$ cat config.mk
export PLATFORM = sky130hd
export DESIGN_NAME = bram_rom_arbiter
export DESIGN_NICKNAME = d
export VERILOG_FILES = /design/src/rtl/bram_rom_arbiter.sv
export SDC_FILE = /design/constraint.sdc
export NUM_CORES = 1
export LEC_CHECK = 0
export CORE_AREA = 4 4 88 90
export DETAILED_ROUTE_END_ITERATION = 10
export DIE_AREA = 0 0 92 94
export DONT_BUFFER_PORTS = 1
export GPL_TIMING_DRIVEN = 0
export HOLD_SLACK_MARGIN = 0.15
export MAX_ROUTING_LAYER = met4
export PLACE_DENSITY = 0.43
export SYNTH_ARGS = -nofsm -noshare
export SYNTH_HDL_FRONTEND = slang
export SYNTH_SLANG_ARGS = --single-unit
$ cat constraint.sdc
create_clock -name i_clk -period 1.3 [get_ports i_clk]
set_input_delay 0.195 -clock i_clk [delete_from_list [all_inputs] [get_ports i_clk]]
set_output_delay 0.195 -clock i_clk [all_outputs]
set_load 0.005 [all_outputs]
$ cat src/rtl/bram_rom_arbiter.sv
// Round-robin arbiter sharing one 1-cycle-latency block ROM between fetch (0) and load (1).
// Optional performance counters are built when BRAM_ROM_ARB_PERF_EN is defined.
module bram_rom_arbiter #(
  parameter int DW = 32,
  parameter int AW = 10
) (
  input  logic            i_clk,
  input  logic            i_rst_n,
  input  logic [1:0]      i_req_valid,
  output logic [1:0]      o_req_ready,
  input  logic [2*AW-1:0] i_req_addr,
  output logic [1:0]      o_rsp_valid,
  input  logic [1:0]      i_rsp_ready,
  output logic [DW-1:0]   o_rsp_data,
  output logic            o_rom_en,
  output logic [AW-1:0]   o_rom_addr,
  input  logic [DW-1:0]   i_rom_data,
  output logic [31:0]     o_perf_grant0,
  output logic [31:0]     o_perf_grant1,
  output logic [31:0]     o_perf_conflict,
  output logic [31:0]     o_perf_stall
);

  if (DW < 1) begin : g_dw_chk
    $error("bram_rom_arbiter: DW must be >= 1");
  end
  if (AW < 1) begin : g_aw_chk
    $error("bram_rom_arbiter: AW must be >= 1");
  end

  logic r_pend, r_owner, r_last;
  logic pend_d, owner_d, last_d;
  logic free, gnt_vld, gnt_idx;

  // Reset gating keeps every combinational output at 0 while i_rst_n is low.
  always_comb begin
    free    = i_rst_n & (~r_pend | i_rsp_ready[r_owner]);
    gnt_vld = free & (|i_req_valid);
    gnt_idx = 1'b0;
    case (i_req_valid)
      2'b10:   gnt_idx = 1'b1;
      2'b11:   gnt_idx = ~r_last;
      default: gnt_idx = 1'b0;
    endcase
  end

  always_comb begin
    o_req_ready = 2'b00;
    o_rom_en    = gnt_vld;
    o_rom_addr  = '0;
    if (gnt_vld) begin
      o_req_ready = gnt_idx ? 2'b10 : 2'b01;
      o_rom_addr  = gnt_idx ? i_req_addr[2*AW-1:AW] : i_req_addr[AW-1:0];
    end
    o_rsp_valid = 2'b00;
    if (r_pend) begin
      o_rsp_valid = r_owner ? 2'b10 : 2'b01;
    end
    // The ROM output register is the response holding register.
    o_rsp_data = i_rst_n ? i_rom_data : '0;
  end

  always_comb begin
    pend_d  = r_pend;
    owner_d = r_owner;
    last_d  = r_last;
    if (gnt_vld) begin
      pend_d  = 1'b1;
      owner_d = gnt_idx;
      last_d  = gnt_idx;
    end else if (r_pend && i_rsp_ready[r_owner]) begin
      pend_d = 1'b0;
    end
  end

  always_ff @(posedge i_clk or negedge i_rst_n) begin
    if (!i_rst_n) begin
      r_pend  <= 1'b0;
      r_owner <= 1'b0;
      r_last  <= 1'b1;
    end else begin
      r_pend  <= pend_d;
      r_owner <= owner_d;
      r_last  <= last_d;
    end
  end

`ifdef BRAM_ROM_ARB_PERF_EN
  logic [31:0] r_grant0, r_grant1, r_conflict, r_stall;

  always_ff @(posedge i_clk or negedge i_rst_n) begin
    if (!i_rst_n) begin
      r_grant0   <= 32'h0;
      r_grant1   <= 32'h0;
      r_conflict <= 32'h0;
      r_stall    <= 32'h0;
    end else begin
      if (gnt_vld && !gnt_idx) r_grant0 <= r_grant0 + 32'd1;
      if (gnt_vld && gnt_idx) r_grant1 <= r_grant1 + 32'd1;
      if (free && (&i_req_valid)) r_conflict <= r_conflict + 32'd1;
      if (r_pend && !i_rsp_ready[r_owner]) r_stall <= r_stall + 32'd1;
    end
  end

  assign o_perf_grant0   = r_grant0;
  assign o_perf_grant1   = r_grant1;
  assign o_perf_conflict = r_conflict;
  assign o_perf_stall    = r_stall;
`else
  assign o_perf_grant0   = 32'h0;
  assign o_perf_grant1   = 32'h0;
  assign o_perf_conflict = 32'h0;
  assign o_perf_stall    = 32'h0;
`endif

endmodule

==> results.cfg <==
[timing]
finClkSkew_ns = 0.00269
worst_slack_ns = -0.211
timing.final.max_slew_violations = 0
setup_viol = 14
period_minus_slack_ns = 1.51
final-hold-violation-count = 0
rsz0062_at_grt = true
fmax_mhz = 662
setup_tns_ns = -2.43
period_share_pct = 116

[synth]
synthesis.area_um2 = 1520
synth_top_area_cell = buf_4
yosys-top-cells-area = buf_4, and2_1, nand2_1
synth_cell_types = 23
synth-async-reset-ratio_pct = 100
ys_seq_elements = 3
syn_avg_cell_area_um2 = 6.98
syn_inst = 218
synth_seq_area_share_pct = 5.02
synth_edf_count = 0
synth_top_area_share_pct = 63.2
yosys_warnings = 0
synth_flop_cell = dfrtp_1

[route]
drtIter0Drc = 1
via_per_inst = 2.96
via_count = 1351
drtAntennaViolNets = 0
post_drt_wl_per_cell_um = 10.8
drc = 0
dr.pass1.iters = 2
drt-total-wl_um = 4930

[flow_run]
drv_cap = 0

[clocking]
clockBufferDepth = 2
cts_root_buf = clkbuf_8
clk_pin_slew_worst_paths_ns = 0.03
tritoncts = done
cts_sinks = 3
clock_latency_ns = 0.22
numCtsBuffers = 3
htree_num_levels = 1

[global_route]
antenna_found_initial = 1
track_usage_pct = 9.65
gr-total-overflow = 0
grt_pass1_vias = 1207
grt_pass1_wl_um = 6240
grt_max_degree = 11

[cells_and_area]
mostFrequentLayoutCells = buf_4, conb_1, and2_1
area_delta_synth_final_pct = 55.1
fillers = 793
fin_area_um2 = 2360
final_cells = 457
layout-drive-gt1-share_pct = 45.9
nNetsFinal = 416
layout_commonest_cell = buf_4

[die]
ios = 233
dieArea_um2 = 8650
die_w_um = 92
rows = 31
start_util_pct = 21.6
coreArea_um2 = 7060
die_y_um = 94

[critical_path]
start_kind = register
critPathMaxFanout = 5
required_ns = 1.11
worstRegToRegCells = 4
critPathCaptureType = output pin
critical_path_arrival_ns = 1.32
crit_type = reg2out

[pwr]
irDropWorstVdd_v = 0.000236
p_sw_uw = 420
p_comb_share_pct = 64.4
powerDensity_nw_per_um2 = 492
pwr-share-seq_pct = 11.8
p_sw_share_pct = 36.2
p_clk_share_pct = 23.8
p_leak_nw = 1.46
p_total_mw = 1.16
p_int_uw = 742

[status]
violations = negative setup slack
outcome = finished, violations left

[hold_path]
hold_path_class = in2reg
hold_depth = 2

[placed_design]
gp_congestion = 0.756
io_buffers = 0
dp_slack_ns = -0.121
dp_cells = 444
place_area_um2 = 2120
==> repair_timing <==
item	CTS	global route
hold buffers	1	0
resized for setup	26	3
buffers inserted	4	1
pin swaps	7	3
gates cloned	1	1
endpoints found under the hold margin	3	0
setup endpoints to repair	13	14
==> cells in the mapped netlist (2+ instances only) <==
master / number
and2_1: 32
buf_4: 128
nor2_1: 2
nand2_1: 22
inv_1: 2
a21oi_1: 11
clkbuf_1: 4
dfrtp_1: 2
==> stage by stage <==
stage          util [%]  hold WS (ns)
6_report           33.4         0.171
5_1_grt            33.4         0.192
4_1_cts            32.9         0.168
3_3_place_gp       30.1       -0.0997
3_5_place_dp       30.1       -0.0998
2_1_floorplan         -        -0.101
==> worst max-delay path, stage by stage (launching register included) <==
cell	delay [ns]
dfstp_2	0.54
a21bo_4	0.16
clkbuf_8	0.15
nand2_2	0.07
a21oi_4	0.17
==> sequential cells by signal, indices dropped and copies added (netlist names) <==
| signal | count |
|---|---|
| r_owner | 1 |
| r_pend | 1 |
| r_last | 1 |
==> cell type report <==
cell class	instances	area, um^2	share of cell area, %
Buffer	134	1020	43.2
Multi-Input combinational cell	206	1010	42.8
Tap cell	99	124	5.25
Sequential cell	3	76.3	3.23
Timing Repair Buffer	8	76.3	3.23
Clock buffer	4	45.0	1.91
Inverter	2	7.51	0.318
Antenna cell	1	2.50	0.106
==> per-layer routing <==
metal  GRT usage [%]  part of all wire [%]  vias up
met1            8.31                    31      527
met2            19.5                    55      131
met4            3.71                   1.4        0
li1                -                     -      689
met3            2.80                    12        4
met5               -                     0        -
==> cells by family after synthesis <==
kind of cell	share of synthesized area, %
simple gates	20.6
mux	1.64
buf+inv	65.9
flops	5.02
compound gates	6.66
other cells	0.246
==> worst paths after layout <==
kind | start | end | slack [ns]
max in group asynchronous | i_rst_n | r_last$_DFFE_PN1P_ | 0.80
max | r_last$_DFFE_PN1P_ | o_rom_addr[6] | -0.21
max reg2reg | r_owner$_DFFE_PN0P_ | r_last$_DFFE_PN1P_ | -0.05
min | i_req_valid[0] | r_pend$_DFFE_PN0P_ | 0.17
min in group asynchronous | i_rst_n | r_pend$_DFFE_PN0P_ | 0.26
min reg2reg | r_pend$_DFFE_PN0P_ | r_pend$_DFFE_PN0P_ | 0.56
==> power groups by stage <==
stage | Sequential, mW | Combinational, mW | Clock (mW)
floorplan | 0.133 | 0.546 | 0
global placement | 0.136 | 0.592 | 0
detailed placement | 0.137 | 0.594 | 0
CTS | 0.138 | 0.698 | 0.285
global route | 0.141 | 0.820 | 0.291
finish | 0.138 | 0.748 | 0.276
No activity file was read; power rests on OpenSTA's default activity.
